`src/rtl/uart_pkg.sv`:
```
// Shared definitions for the uart transmit queue: feeder FSM states and the default byte width.
package uart_pkg;

  localparam int UART_DATA_WIDTH = 8;

  typedef enum logic [2:0] {
    IDLE      = 3'd0,
    LOAD      = 3'd1,
    START     = 3'd2,
    WAIT_BUSY = 3'd3,
    WAIT_DONE = 3'd4
  } feeder_state_e;

endpackage

```
`src/rtl/sync_fifo.sv`:
```
// Single-clock FIFO with wrap-bit pointers; occupancy is the difference of the registered pointers.
import uart_pkg::*;

module sync_fifo #(
  parameter int DEPTH      = 16,
  parameter int DATA_WIDTH = UART_DATA_WIDTH
) (
  input  logic                     clk,
  input  logic                     rstn,
  input  logic                     wr_en,
  input  logic [DATA_WIDTH-1:0]    wr_data,
  input  logic                     rd_en,
  output logic [DATA_WIDTH-1:0]    rd_data,
  output logic                     full,
  output logic                     empty,
  output logic [$clog2(DEPTH):0]   count
);

  localparam int AW = $clog2(DEPTH);

  logic [AW:0]           r_wr_ptr;
  logic [AW:0]           r_rd_ptr;
  logic [DATA_WIDTH-1:0] r_mem [DEPTH];
  logic                  w_wr_fire;
  logic                  w_rd_fire;

  // full/empty come from registered pointers only, so a same-cycle pop never admits a write when full
  assign count     = r_wr_ptr - r_rd_ptr;
  assign full      = (count == (AW+1)'(DEPTH));
  assign empty     = (count == '0);
  assign w_wr_fire = wr_en && !full;
  assign w_rd_fire = rd_en && !empty;
  assign rd_data   = r_mem[r_rd_ptr[AW-1:0]];

  always_ff @(posedge clk or negedge rstn) begin
    if (!rstn) begin
      r_wr_ptr <= '0;
      r_rd_ptr <= '0;
    end else begin
      if (w_wr_fire) r_wr_ptr <= r_wr_ptr + 1'b1;
      if (w_rd_fire) r_rd_ptr <= r_rd_ptr + 1'b1;
    end
  end

  always_ff @(posedge clk) begin
    if (w_wr_fire) r_mem[r_wr_ptr[AW-1:0]] <= wr_data;
  end

endmodule

```
`src/rtl/uart_tx_queue.sv`:
```
// Byte queue feeding a uart transmitter through a start-pulse / busy handshake.
// Optional feature macro: UART_TXQ_DROP_CNT_EN adds the saturating drop_cnt output.
import uart_pkg::*;

module uart_tx_queue #(
  parameter int DEPTH      = 16,
  parameter int DATA_WIDTH = UART_DATA_WIDTH
) (
  input  logic                     clk,
  input  logic                     rstn,
  input  logic [DATA_WIDTH-1:0]    wr_data,
  input  logic                     wr_en,
  output logic                     full,
  output logic                     empty,
  output logic [$clog2(DEPTH):0]   count,
  output logic                     overflow,
  input  logic                     ovf_clr,
  output logic [DATA_WIDTH-1:0]    data_in,
  output logic                     data_en,
  input  logic                     tx_busy,
`ifdef UART_TXQ_DROP_CNT_EN
  output logic [7:0]               drop_cnt,
`endif
  output feeder_state_e            dbg_state
);

  // Handshakes: a write is taken on any wr_en cycle while full is low, otherwise dropped and
  // flagged. Toward the uart, data_en is a one-cycle start pulse with data_in already valid; the
  // uart answers by raising tx_busy and lowering it when done. data_in holds until the next LOAD.

  feeder_state_e         r_state;
  feeder_state_e         w_state_nxt;
  logic                  w_pop;
  logic                  w_drop;
  logic [DATA_WIDTH-1:0] w_rd_data;
  logic [DATA_WIDTH-1:0] r_data_in;
  logic                  r_overflow;

  sync_fifo #(
    .DEPTH      (DEPTH),
    .DATA_WIDTH (DATA_WIDTH)
  ) u_fifo (
    .clk     (clk),
    .rstn    (rstn),
    .wr_en   (wr_en),
    .wr_data (wr_data),
    .rd_en   (w_pop),
    .rd_data (w_rd_data),
    .full    (full),
    .empty   (empty),
    .count   (count)
  );

  assign w_drop    = wr_en && full;
  assign data_en   = (r_state == START);
  assign data_in   = r_data_in;
  assign overflow  = r_overflow;
  assign dbg_state = r_state;

  always_ff @(posedge clk or negedge rstn) begin
    if (!rstn) r_state <= IDLE;
    else       r_state <= w_state_nxt;
  end

  always_comb begin
    w_state_nxt = r_state;
    w_pop       = 1'b0;
    case (r_state)
      IDLE:      if (!empty && !tx_busy) w_state_nxt = LOAD;
      LOAD: begin
        w_pop       = 1'b1;
        w_state_nxt = START;
      end
      START:     w_state_nxt = WAIT_BUSY;
      WAIT_BUSY: if (tx_busy) w_state_nxt = WAIT_DONE;
      WAIT_DONE: if (!tx_busy) w_state_nxt = IDLE;
      default:   w_state_nxt = IDLE;
    endcase
  end

  always_ff @(posedge clk or negedge rstn) begin
    if (!rstn)      r_data_in <= '0;
    else if (w_pop) r_data_in <= w_rd_data;
  end

  // A drop in the same cycle as ovf_clr keeps the flag set
  always_ff @(posedge clk or negedge rstn) begin
    if (!rstn)        r_overflow <= 1'b0;
    else if (w_drop)  r_overflow <= 1'b1;
    else if (ovf_clr) r_overflow <= 1'b0;
  end

`ifdef UART_TXQ_DROP_CNT_EN
  logic [7:0] r_drop_cnt;

  always_ff @(posedge clk or negedge rstn) begin
    if (!rstn) begin
      r_drop_cnt <= '0;
    end else if (w_drop) begin
      if (r_drop_cnt != 8'hFF) r_drop_cnt <= r_drop_cnt + 8'd1;
    end else if (ovf_clr) begin
      r_drop_cnt <= '0;
    end
  end

  assign drop_cnt = r_drop_cnt;
`endif

endmodule

```
`config.mk`:
```
export PLATFORM = sky130hd
export DESIGN_NAME = uart_tx_queue
export DESIGN_NICKNAME = d
export VERILOG_FILES = /design/src/rtl/uart_pkg.sv /design/src/rtl/sync_fifo.sv /design/src/rtl/uart_tx_queue.sv
export SDC_FILE = /design/constraint.sdc
export NUM_CORES = 1
export LEC_CHECK = 0
export CORE_MARGIN = 2
export CORE_UTILIZATION = 50
export CTS_CLUSTER_DIAMETER = 150
export DETAILED_ROUTE_END_ITERATION = 16
export PLACE_DENSITY = 0.68
export SYNTH_ARGS = -nofsm -noshare
export SYNTH_HDL_FRONTEND = slang
export SYNTH_SLANG_ARGS = --single-unit
```
`constraint.sdc`:
```
create_clock -name clk -period 9 [get_ports clk]
set_input_delay 1.8 -clock clk [delete_from_list [all_inputs] [get_ports clk]]
set_output_delay 1.8 -clock clk [all_outputs]
set_load 0.02 [all_outputs]
```
# Yosys cells after proc, flatten, opt, wreduce, memory -nomap -nowiden
# Memory sizes are Yosys's and may differ from the RTL's. A register that Yosys moved wholly into a read port is not among the register bits.
# Cells that the tools add are included.
[classes] n_addsub=3 n_mul=0 div=0 magnitude_cmp=0 eq_ne=8 n_shift=0 mux=9 bitwise=0 reduce_logical=12
[ops] cell="$pmux 3 s5" n=1
[ops] cell="$add 5x1->5 const B" n=2
[ops] cell="$mux 3" n=3
[ops] cell="$eq 3x2->1 const B" n=2
[ops] cell="$ne 2x2->1 const B" n=3
[ops] cell="$eq 5x5->1 const B" n=1
[ops] cell="$logic_not 5->1" n=1
[ops] cell="$mux 1" n=5
[ops] cell="$sub 5x5->5" n=1
[ops] cell="$logic_and 1x1->1" n=4
[ops] cell="$logic_not 1->1" n=4
[ops] cell="$eq 3x1->1 const B" n=1
[ops] cell="$eq 3x3->1 const B" n=1
[ops] cell="$logic_not 3->1" n=1
[ops] cell="$reduce_and 3->1" n=1
[ops] cell="$reduce_bool 2->1" n=1
[totals] ff_bits=14 latch_bits=0 mem_bits_rw=128 rom_bits=0 in_bits=13 out_inout_bits=20 word_cells=37 memories=1
[memory_table] memory="u_fifo.r_mem" words=16 word_bits=8 read_ports=1 rd_clocked_by_memory_dff=1 write_ports=1 line="sync_fifo.sv:23" rtl="logic [DATA_WIDTH-1:0] r_mem [DEPTH];"

# Longest topological paths before layout
[depth] word_depth=6 ltp_mapped=10 mapped_depth_nobuf=9

# By module
# Synthesis repeated with hierarchy kept, for this count alone.
[hier_totals] cells_unflattened=341 hier_area_um2=6178.4
[modules_own_cells] mod="sync_fifo" n_inst=1 cells_each=307 area_each_um2=5685.5 seq_area_each_um2=4093.9
[modules_own_cells] mod="uart_tx_queue" n_inst=1 cells_each=34 area_each_um2=493.0 seq_area_each_um2=300.3

# Worst setup path before layout
# No wires, ideal clock.
[synth_timing] kind="reg-to-output" startpoint="register u_fifo.r_rd_ptr[2]" endpoint="output port empty" t_arrival_ns=2.130 required_ns=7.200 slack_ns=5.070 stages_incl_launch_ff=8 n_path_buf=1 path_cell_list="dfrtp_1 -> inv_2 -> buf_1 -> ha_1 -> xnor2_2 -> and4bb_1 -> nor2_2 -> nor2_1"
[synth_via] elab_chain_cells=2
[synth_lines] element="start, declared" line="sync_fifo.sv:22" rtl="logic [AW:0] r_rd_ptr;"
[synth_lines] element="start signal, assigned" line="sync_fifo.sv:41" rtl="if (w_rd_fire) r_rd_ptr <= r_rd_ptr + 1'b1;"
[synth_lines] element="$sub 5x5->5" line="sync_fifo.sv:28" rtl="assign count = r_wr_ptr - r_rd_ptr;"
[synth_lines] element="named net count[2]" line="uart_tx_queue.sv:15" rtl="output logic [$clog2(DEPTH):0] count,"
[synth_lines] element="$logic_not 5->1" line="sync_fifo.sv:30" rtl="assign empty = (count == '0);"
[synth_lines] element="end, declared" line="uart_tx_queue.sv:14" rtl="output logic empty,"
# The timed path passes the listed nets, and every way through them passes these cells.

# Worst setup path after layout
[layout_timing] startpoint="register u_fifo.r_rd_ptr[0]" endpoint="output port empty"
[layout_via] elab_chain_cells=2
[layout_lines] element="$sub 5x5->5" line="sync_fifo.sv:28"
[layout_lines] element="$logic_not 5->1" line="sync_fifo.sv:30"
# No other way between the ends.

==> metrics.md <==
| Metric | Value |
|---|---|
| Commonest cells after routing, fill and taps aside | 128 x edfxtp_1, 32 x mux4_2, 32 x clkdlybuf4s50_1, 26 x nand2_1, 21 x dfrtp_1 |
| Post-DP HPWL | 7.63 mm |
| GRT Total Usage | 0.200 |
| Cell Pwr Density | roughly 370 nW/um^2 |
| # setup viols final | 0 |
| Fin crit period | 5.16 ns |
| Pint | 1.75 mW |
| Multi-input logic area | 1690 um^2 |
| Fin. Hold Viols | 0 |
| Fin Setup TNS | 0 ns |
| Area of the mapped netlist | 6210 um^2 |
| Primary FF master, synth | edfxtp_1 |
| Initial antenna violation count | 0 |
| Cells on worst reg2reg path | 8 |
| Ant diodes | 0 |
| CTS Buffer Depth | 2 |
| Final period util | 0.574 |
| Sw Ratio | 0.341 |
| WL met3 | 724 um |
| Crit path required time | 7.20 ns |
| Final WL | 12.2 mm |
| Pin count of the biggest net entering global routing | 38 |
| Die width | 115 um |
| Resized Gates After CTS | 0 |
| # clock sinks | 150 |
| Post-CTS Hold Buffers | 0 |
| GPL Wtd Cong | 0.766 |
| First-pass GRT wire length | 18.7 mm |
| Post-route DRC | 0 |
| NumNets Final | 405 |
| Top delay family on crit path | buffers and inverters |
| CTS root buffer | clkbuf_16 |
| Max stage delay on crit path | 0.60 ns |
| Post-Synthesis Cells | 342 |
| Ys async rst share | 0.147 |
| Outcome | finished, final reports clean |
| Kind of critical path | flip-flop to output port |
| Total power | 2.66 mW |
| Crit. path cell count | 9 |
| Clk_lat worst skew | 0.42 ns |
| Most common cell after layout, fill and taps aside | edfxtp_1 |
| Drt first pass iters | 4 |
| Logic gate share of total power | 0.380 |
| Sequential power share | 0.355 |
| Fmax | 194 MHz |
| Skew final | 0.0123 ns |
| DR iter-0 viols | 272 |
| Starting Density | 0.515 |
| Total global routing overflow | 0 |
| Worst-path maximum fanout | 36 |
| Clock transition at path regs | 0.06 ns |
| Die ar. | 13300 um^2 |
| Top sig layer | met4 |
| H-tree depth | 4 |
| Setup bufs post-CTS | 0 |
| CTS tree | built |
| Clk network pwr share | 0.265 |
| Max-slew violations | 0 |
| Synth Area per Inst | approximately 18 um^2 |
| # fillers | 885 |
| Leakage | 2.55 nW |
| Synthesized net count | 365 |
| Wire per inst | 21.6 um |
| CP Cell Sequence | buf_4 -> ha_1 -> fa_1 -> nand2b_1 -> a21oi_2 -> xor2_2 -> inv_2 -> nor2_1 -> clkdlybuf4s50_1 |
| Hold_sp | u_fifo.r_wr_ptr[4]$_DFFE_PN0P_ |
| Peak VDD IR | 0.196 mV |
| Worst setup EP type | output port |
| Reg area | 4400 um^2 |
| Worst r2r src | u_fifo.r_rd_ptr[0]$_DFFE_PN0P_ |
| Row cnt | 40 |
| Core Area | 12100 um^2 |
| Vias in the first global route | 3154 |
| Least-Margin Pin Slew | 1.03 ns |
| Sequential fraction of the synthesis area | 0.707 |
| CP arrival | about 3.4 ns |
| Yosys warning total | 0 |
| Reg2reg end | u_fifo.r_mem[7][7]$_DFFE_PP_ |
| Number of buffers created by CTS | 17 |
| Crit path from | u_fifo.r_rd_ptr[0]$_DFFE_PN0P_ |
| Worst setup margin | 3.84 ns |
| Drt via density | between 5 and 6 |
| Worst slew margin | 0.311 |
| Worst Setup Start Kind | flip-flop |
| Post-synth EDFFs | 128 |
| Synth cell types | 43 |
| Flop2flop setup slack | 5.25 ns |
| I/O Pins | 33 |
| Fraction of layout instances using a drive strength above 1 | 0.203 |
| WL met1 | 5.09 mm |
| Hold WC Path Type | flip-flop to flip-flop |
| Antenna viol nets, final | 0 |
| Net switching power | 909 uW |
| Port buffer count | 32 |
| Placement Setup Slack | 4.25 ns |
| DIE HEIGHT | between 100 and 150 um |
| CP Buf/Inv Count | 3 |
| CP Capture Point | empty |
| Routed vias | roughly 3100 |
| Area grow syn2layout | 16.9% |
| Synthesized flop and latch total | 150 |
| RSZ-0062 raised after global routing | no |
| Max-Cap Viols | 0 |
| Worst path slowest cell | clkdlybuf4s50_1 |
| Met2 wire length | 6.24 mm |
[power groups by stage]
stage	Combinational, mW	Sequential, mW	Clock (mW)
6_report	1.01	0.946	0.706
5_1_grt	1.11	0.956	0.743
4_1_cts	1.02	0.944	0.716
3_5_place_dp	1.02	0.956	0
3_3_place_gp	1.00	0.951	0
2_1_floorplan	0.703	0.958	0
[cell type report]
type                    count  area share
multi-input cells         168       0.232
repair buffers             35      0.0472
flip-flops and latches    150       0.605
clock buffers              19      0.0596
inverters                  10     0.00517
well taps                 168      0.0289
clock inverters            13      0.0214
[worst min-delay path by stage]
stage                                     endpoint  slack, ns  depth (start not counted)
floorplan           u_fifo.r_wr_ptr[4]$_DFFE_PN0P_       0.46                          1
global placement    u_fifo.r_wr_ptr[4]$_DFFE_PN0P_       0.48                          1
detailed placement  u_fifo.r_wr_ptr[4]$_DFFE_PN0P_       0.48                          1
CTS                 u_fifo.r_wr_ptr[4]$_DFFE_PN0P_       0.50                          1
global route        u_fifo.r_wr_ptr[4]$_DFFE_PN0P_       0.51                          1
finish              u_fifo.r_wr_ptr[4]$_DFFE_PN0P_       0.48                          1
[logic make-up (layout without fill, tap and decap cells)]
logic type,Yosys count,count (layout),synth area share
adders and majority gates,10,10,0.0213
and+or+nand+nor,79,79,0.0644
muxes,42,42,0.133
xor gates and xnor gates,12,12,0.0193
buffers and inverters,24,77,0.0211
DFF,150,150,0.707
AOI/OAI and AO/OA,25,25,0.0340
[flip-flops by register name, summed over array words and instances (netlist names)]
signal           count
u_fifo.r_rd_ptr      5
u_fifo.r_mem       128
dbg_state            3
overflow             1
u_fifo.r_wr_ptr      5
data_in              8
[through the flow]
step / instances / instance area, um^2 / hold slack, ns / util
floorplan: 342 / 6210 / 0.461 / -
global placement: 531 / 6670 / 0.477 / 0.553
detailed placement: 531 / 6670 / 0.483 / 0.553
CTS: 563 / 7260 / 0.495 / 0.602
global route: 563 / 7260 / 0.515 / 0.602
finish: 563 / 7260 / 0.484 / 0.602
[layer usage]
layer / vias to the layer above / GRT usage
met4: 0 / 0.0747
met2: 86 / 0.333
met1: 1613 / 0.255
met3: 9 / 0.0549
met5: - / 0
li1: 1427 / -
[synth_stat cells (2+ instances only)]
cell type  instances  area [um^2]
buf_2              3         15.0
dfrtp_1           22          551
and3_1            13         81.3
buf_1              3         11.3
o21ai_0            4         20.0
mux4_2            32          721
nand2_1           26         97.6
nand3b_1           3         22.5
inv_2              2         7.51
nand3_1            5         25.0
xnor2_1            6         52.6
edfxtp_1         128         3840
o211ai_1           2         15.0
clkbuf_1           3         11.3
nor3_1             9         45.0
a221o_1            8         80.1
nor2b_1            3         18.8
ha_1               9          113
mux2i_1            8         80.1
mux2_2             2         22.5
buf_6              5         56.3
nor2_1            11         41.3
xor2_1             4         35.0
inv_1              8         30.0
and2_1             2         12.5
a21oi_2            2         17.5
a21oi_1            3         15.0
Note: power is estimated with default switching activity, not from simulation.
